## src/rtl/fsic_wbs_dispatcher.sv

```systemverilog
// Wishbone slave dispatcher for the FSIC user area.
// One classic-cycle access at a time, routed to a one-hot target request.
module fsic_wbs_dispatcher #(
  parameter int          NUM_TGT  = 4,
  parameter logic [15:0] BASE_HI  = 16'h3000,
  parameter int          TIMEOUT  = 255,
  parameter logic [31:0] ERR_DATA = 32'hDEAD_BEEF
) (
  input  logic                    wb_clk,
  input  logic                    wb_rst,
  input  logic                    wbs_cyc,
  input  logic                    wbs_stb,
  input  logic                    wbs_we,
  input  logic [3:0]              wbs_sel,
  input  logic [31:0]             wbs_adr,
  input  logic [31:0]             wbs_wdata,
  output logic                    wbs_ack,
  output logic [31:0]             wbs_rdata,
  output logic [NUM_TGT-1:0]      tgt_req,
  output logic                    tgt_we,
  output logic [3:0]              tgt_sel,
  output logic [11:0]             tgt_addr,
  output logic [31:0]             tgt_wdata,
  input  logic [NUM_TGT-1:0]      tgt_ack,
  input  logic [32*NUM_TGT-1:0]   tgt_rdata,
  output logic                    busy,
  output logic                    timeout_pulse
);

  localparam int CW = $clog2(TIMEOUT + 1);

  typedef enum logic [1:0] {
    IDLE,
    REQ,
    RESP
  } state_t;

  state_t          state;
  state_t          state_d;
  logic [CW-1:0]   cnt;
  logic            start;
  logic            hit;
  logic            ack_sel;
  logic            last;
  logic            tmo;
  logic [31:0]     sel_rdata;

  assign start   = wbs_cyc & wbs_stb;
  assign hit     = (wbs_adr[31:16] == BASE_HI) &&
                   (32'(wbs_adr[15:12]) < NUM_TGT);
  assign ack_sel = |(tgt_ack & tgt_req);
  assign last    = (cnt == CW'(TIMEOUT - 1));
  assign busy    = (state != IDLE);

  // tgt_req is one-hot, so OR-ing the gated lanes is a clean mux
  always_comb begin
    sel_rdata = '0;
    for (int i = 0; i < NUM_TGT; i++) begin
      if (tgt_req[i]) sel_rdata = sel_rdata | tgt_rdata[32*i +: 32];
    end
  end

  always_ff @(posedge wb_clk or posedge wb_rst) begin
    if (wb_rst) state <= IDLE;
    else        state <= state_d;
  end

  always_comb begin
    state_d = state;
    tmo     = 1'b0;
    unique case (state)
      IDLE: begin
        if (start) state_d = hit ? REQ : RESP;
      end
      REQ: begin
        if (ack_sel) begin
          state_d = RESP;
        end else if (last) begin
          state_d = RESP;
          tmo     = 1'b1;
        end
      end
      RESP:    state_d = IDLE;
      default: state_d = IDLE;
    endcase
  end

  always_ff @(posedge wb_clk or posedge wb_rst) begin
    if (wb_rst) begin
      wbs_ack       <= 1'b0;
      wbs_rdata     <= '0;
      tgt_req       <= '0;
      tgt_we        <= 1'b0;
      tgt_sel       <= '0;
      tgt_addr      <= '0;
      tgt_wdata     <= '0;
      timeout_pulse <= 1'b0;
      cnt           <= '0;
    end else begin
      wbs_ack       <= (state_d == RESP);
      timeout_pulse <= tmo;
      if (state == IDLE && start) begin
        tgt_we    <= wbs_we;
        tgt_sel   <= wbs_sel;
        tgt_addr  <= wbs_adr[11:0];
        tgt_wdata <= wbs_wdata;
        cnt       <= '0;
        if (hit) tgt_req <= NUM_TGT'(1) << wbs_adr[15:12];
        else     wbs_rdata <= '0;
      end
      if (state == REQ) begin
        if (!last) cnt <= cnt + 1'b1;
        if (ack_sel) begin
          wbs_rdata <= sel_rdata;
          tgt_req   <= '0;
        end else if (last) begin
          wbs_rdata <= ERR_DATA;
          tgt_req   <= '0;
        end
      end
    end
  end

endmodule

```

## config.mk

```make
export PLATFORM = sky130hd
export DESIGN_NAME = fsic_wbs_dispatcher
export DESIGN_NICKNAME = d
export VERILOG_FILES = /design/src/rtl/fsic_wbs_dispatcher.sv
export SDC_FILE = /design/constraint.sdc
export NUM_CORES = 1
export LEC_CHECK = 0
export BUFFER_PORTS_ARGS = -buffer_cell sky130_fd_sc_hd__clkbuf_2
export CAP_MARGIN = 10
export CELL_PAD_IN_SITES_DETAIL_PLACEMENT = 1
export CELL_PAD_IN_SITES_GLOBAL_PLACEMENT = 1
export CORE_ASPECT_RATIO = 1.75
export CORE_UTILIZATION = 31
export CTS_BUF_LIST = sky130_fd_sc_hd__clkbuf_2
export DETAILED_ROUTE_END_ITERATION = 8
export PLACE_DENSITY_LB_ADDON = 0.1
export SLEW_MARGIN = 20
export SYNTH_ARGS = -nofsm -noshare
export SYNTH_HDL_FRONTEND = slang
export SYNTH_SLANG_ARGS = --single-unit
```

## constraint.sdc

```tcl
create_clock -name wb_clk -period 3.7 [get_ports wb_clk]
set_input_delay 0.74 -clock wb_clk [delete_from_list [all_inputs] [get_ports wb_clk]]
set_output_delay 0.74 -clock wb_clk [all_outputs]
set_load 0.02 [all_outputs]
```

=== Word-level counts from Yosys, hierarchy flattened ===
Cells that the tools add are included.

* $add $sub $neg: 1
* Order comparisons: 1
* Equality and inequality tests: 4
* Shift-type cells: 1
* Muxes and demuxes: 25
* Bitwise gates (word level): 5
* Reductions and logical operators: 5

{| class="wikitable"
|+ Operators with widths
! cell !! number
|-
| $mux 32 || 9
|-
| $or 32x32->32 || 3
|-
| $mux 8 || 3
|-
| $mux 4 || 5
|-
| $eq 16x14->1 const B || 1
|-
| $add 8x1->8 const B || 1
|-
| $eq 8x8->1 const B || 1
|-
| $mux 2 || 4
|-
| $and 4x4->4 || 1
|-
| $lt 4x3->1 const B || 1
|-
| $pmux 2 s2 || 1
|-
| $reduce_or 4->1 || 1
|-
| $shl 1x4->4 const A || 1
|-
| $mux 1 || 3
|-
| $eq 2x1->1 const B || 1
|-
| $eq 2x2->1 const B || 1
|-
| $logic_and 1x1->1 || 2
|-
| $logic_not 2->1 || 1
|-
| $reduce_bool 2->1 || 1
|-
| $and 1x1->1 || 1
|}

* Register bits after elaboration: 97
* Input port bits: 205
* Output and inout bits: 88
* Logic and storage cells: 52

=== Depth between registers and ports, before layout ===
* Word-level depth: 9
* Gate-level depth with buffers: 7
* Depth with buffers taken out: 6

=== Worst setup path before layout ===
OpenSTA, ideal clock, no wires.

* Path kind: input-to-reg
* From: input wbs_adr[31]
* To: register wbs_rdata[14]
* Setup time: 0.122 ns
* Arrival time: 1.806 ns
* Data required time: 3.578 ns
* Path slack: 1.772 ns
* Cell stages on the path: 6
* Buffers on the path: 2
* Cell sequence: and4bb_1 > and2_1 > buf_2 > a21o_1 > buf_2 > a32o_1

* Longest elaborated chain between the ends: 7

{| class="wikitable"
|+ RTL lines
! element !! RTL line !! text
|-
| start: declaration || 15 || <nowiki>input logic [31:0] wbs_adr,</nowiki>
|-
| $eq 16x14->1 (*) || 49 || <nowiki>assign hit = (wbs_adr[31:16] == BASE_HI) &&</nowiki>
|-
| $logic_and 1x1->1 (*) || 49 ||
|-
| $mux 32 (*) || 108 || <nowiki>if (hit) tgt_req <= NUM_TGT'(1) << wbs_adr[15:12];</nowiki>
|-
| $mux 32 (*) || 102 || <nowiki>if (state == IDLE && start) begin</nowiki>
|-
| $mux 32 || 116 || <nowiki>end else if (last) begin</nowiki>
|-
| $mux 32 || 113 || <nowiki>if (ack_sel) begin</nowiki>
|-
| $mux 32 (*) || 111 || <nowiki>if (state == REQ) begin</nowiki>
|-
| end signal: assignment || 114 || <nowiki>wbs_rdata <= sel_rdata;</nowiki>
|-
| end: declaration || 18 || <nowiki>output logic [31:0] wbs_rdata,</nowiki>
|}

Mark *: on every way between the ends. The rest lies on a longest branch, timed or not.
A chain may end at the register's enable or synchronous reset.

=== Worst setup path in the final report ===
* From: register tgt_req[3]
* To: output tgt_req[3]

{| class="wikitable"
|+ RTL lines
! element !! RTL line !! text
|-
| start: declaration || 19 || <nowiki>output logic [NUM_TGT-1:0] tgt_req,</nowiki>
|-
| start signal: assignment || 108 ||
|}

No word-level cell between the ends.

==> impl_metrics.py <==
metrics = {
    "run_status": {
        "outcome": "complete, no violations",
    },
    "floorplanning": {
        "die_w_um": 95.9,
        "io_pins": 293,
        "core_area_um2": 15000,
        "die_area_um2": 15900,
        "fp.dieH_um": 166,
        "initial_core_util_pct": 31.9,
        "num_rows": 59,
    },
    "placed_design": {
        "preCtsSetupSlack_ns": 1.34,
        "hpwl_um": 13000,
        "globalplace.congestion": 0.778,
        "numPortBuffers": 292,
        "placed_area_um2": 6400,
        "place_inst": 965,
    },
    "sta": {
        "setup_slack_ns": 1.41,
        "worst_pin_slew_ns": 0.634,
        "slew_headroom_pct": 57.7,
        "setup_viol": 0,
        "clock_skew_ns": 0.0467,
        "setup_tns_ns": 0,
        "clock.fmax_ghz": 0.437,
        "slew_violations": 0,
        "fin_crit_ns": 2.29,
        "rsz0062_at_grt": "no",
        "finalCritPeriodShare_pct": 61.8,
        "hold_viol": 0,
    },
    "clock_network": {
        "cts_buffers": 9,
        "cts_root_buf": "clkbuf_2",
        "insertion_delay_ns": 0.56,
        "cts_sinks": 97,
        "cts_tree": "done",
        "h-tree-depth": 3,
        "cts_setup_buffers": 0,
        "cts_resized": 0,
        "path_clk_slew_ns": 0.30,
        "ctsHoldBuffers": 0,
        "clockBufferDepth": 2,
    },
    "setup_path": {
        "cp_max_fo": 14,
        "max_stage_delay_ns": 0.76,
        "ff2ff_setup_slack_ns": 1.66,
        "worstSetupPathType": "reg -> out",
        "critPathRequiredTime_ns": 2.96,
        "worstSetupEndpointType": "output pin",
        "rr_worst_depth": 5,
        "startpoint_type": "flip-flop",
        "cp_num_buf_inv": 1,
        "crit_chain": "clkbuf_2",
        "cp_slowest_cell": "dfrtp_1",
        "regToRegStartpoint": "tgt_req[2]",
        "arrival_ns": 1.55,
        "r2r_end": "wbs_rdata[1]",
        "crit_family": "flip-flops",
    },
    "synthesis": {
        "yosysSeqAreaShare_pct": 50.8,
        "syn_nets": 728,
        "synthCells": 521,
        "async_reset_ff_share_pct": 100,
        "yosysWarnings": 0,
        "synth-seq-cells": 97,
        "synth-edff-count": 0,
        "ys_types": 42,
        "synth_ff_type": "dfrtp_1",
        "synth_area_per_cell_um2": 9.18,
        "syn_area_um2": 4780,
    },
    "final_layout": {
        "final_util_pct": 43.5,
        "finalNetCount": 1000,
        "fin_cells": 982,
        "final_design_area_no_fill_um2": 6520,
        "drive_gt1_share_pct": 41.7,
        "synthToLayoutAreaGrowth_pct": 36.4,
        "fillers": 1905,
        "final_cell_mix": "302 x clkbuf_2, 189 x nand2_1, 97 x dfrtp_1",
        "final_common_cell": "clkbuf_2",
    },
    "detailed_routing": {
        "drtIter0Drc": 143,
        "drc_errors": 0,
        "ant_nets": 0,
        "routedWlPerCell_um": 17.1,
        "num_vias": 5143,
        "vias_per_cell": 5.24,
        "wl_um": 16800,
        "firstDrtPassIters": 6,
    },
    "grt": {
        "antenna_found_initial": 1,
        "grt_max_degree": 54,
        "overflow": 0,
        "grt_util_all_layers_pct": 21.6,
        "grt_pass1_wl_um": 26700,
        "grt_pass1_vias": 5538,
    },
    "worst_hold_path": {
        "hold_class": "in -> async",
    },
    "power": {
        "power.share.switching_pct": 34.0,
        "powerDensity_nw_per_um2": 362,
        "p_int_w": 0.00156,
        "p_comb_share_pct": 24.2,
        "pwr-share-clk_pct": 22.2,
        "irDropWorstVdd_mv": 0.146,
        "leakage_nw": 3.50,
        "pwr-share-seq_pct": 53.6,
        "switchingPower_w": 0.000802,
    },
    "run": {
        "maxCapViolations": 0,
    },
}
## layer usage
metal | share of wire, % | up-vias | wire, um | track usage (%)
met3 | 6.0 | 27 | 1020 | 4.53
met5 | 0 | - | 0 | 0
met4 | 2.3 | 0 | 391 | 7.79
met2 | 55 | 205 | 9330 | 40.5
met1 | 36 | 2490 | 6080 | 22.7
li1 | - | 2421 | - | -
## worst max-delay path by stage
| stage | start | end | slack, ns | depth (start not counted) |
|---|---|---|---|---|
| final | tgt_req[3] | tgt_req[3] | 1.41 | 1 |
| after global routing | tgt_req[2] | tgt_req[2] | 1.28 | 1 |
| after CTS | tgt_req[2] | tgt_req[2] | 1.33 | 1 |
| after detailed placement | wbs_adr[22] | wbs_rdata[20] | 1.34 | 6 |
| after global placement | wbs_adr[22] | wbs_rdata[8] | 1.42 | 6 |
| after floorplan | wb_rst | cnt[0] | 0.43 | 1 |
## synthesized netlist by cell type (3+ instances only)
library cell | instances | area, um^2
a32o_1 | 8 | 80.1
a22oi_1 | 16 | 120
o21ai_0 | 6 | 30.0
a22o_1 | 24 | 210
nor3_1 | 5 | 25.0
nand2_1 | 189 | 709
dfrtp_1 | 97 | 2430
a21oi_1 | 5 | 25.0
and3_1 | 3 | 18.8
a221oi_1 | 24 | 210
buf_2 | 12 | 60.1
nor2_1 | 5 | 18.8
inv_1 | 4 | 15.0
clkbuf_1 | 28 | 105
a31oi_1 | 4 | 25.0
a32oi_1 | 24 | 210
nand3_1 | 30 | 150
## cells by family (layout without fill, tap and decap cells)
kind of cell,after synthesis,after routing,share of synthesized area (%)
AO/OA/AOI/OAI,120,120,20.6
XOR/XNOR,1,1,0.183
adder cells (fa/ha/maj),2,2,0.523
buffers and inverters,47,324,4.08
flip-flops,97,97,50.8
multiplexers,2,2,0.419
other,0,1,0
AND/OR/NAND/NOR,252,252,23.4
## power by group through the flow
stage          Clock, W  Combinational [W]  Sequential (W)
2_1_floorplan         0           0.000150         0.00142
3_3_place_gp          0           0.000568         0.00128
3_5_place_dp          0           0.000583         0.00129
4_1_cts        0.000555           0.000585         0.00127
5_1_grt        0.000595           0.000635         0.00128
6_report       0.000525           0.000572         0.00126
## worst register-to-register path, delay by kind of cell, from the launching register on
| kind | cells | cell delay, ns |
|---|---|---|
| AO/OA/AOI/OAI | 3 | 0.74 |
| buffers and inverters | 1 | 0.36 |
| flip-flops | 1 | 0.63 |
| AND/OR/NAND/NOR | 1 | 0.17 |
## sequential cells by signal, indices dropped and copies added (netlist names)
register       cells
wbs_rdata         32
tgt_we             1
tgt_sel            4
tgt_addr          12
wbs_ack            1
state              2
tgt_req            4
timeout_pulse      1
cnt                8
tgt_wdata         32
## metrics by stage
stage | power, W | hold WS (ns)
4_1_cts | 0.00241 | 0.161
3_3_place_gp | 0.00185 | 0.456
3_5_place_dp | 0.00187 | 0.465
5_1_grt | 0.00251 | 0.176
6_report | 0.00236 | 0.191
2_1_floorplan | 0.00157 | 0.494
## layout make-up
type                       instances  area, um^2  share of cell area, %
antenna                            1        2.50                 0.0384
timing repair buffer             304        1550                   23.8
inverter                           4        17.5                  0.269
clock inverter                     6        68.8                   1.06
sequential                        97        2430                   37.2
multi-input combinational        377        2180                   33.4
clock buffer                      10        50.0                  0.767
tap                              183         229                   3.51
Note: power is estimated with default switching activity, not from simulation.
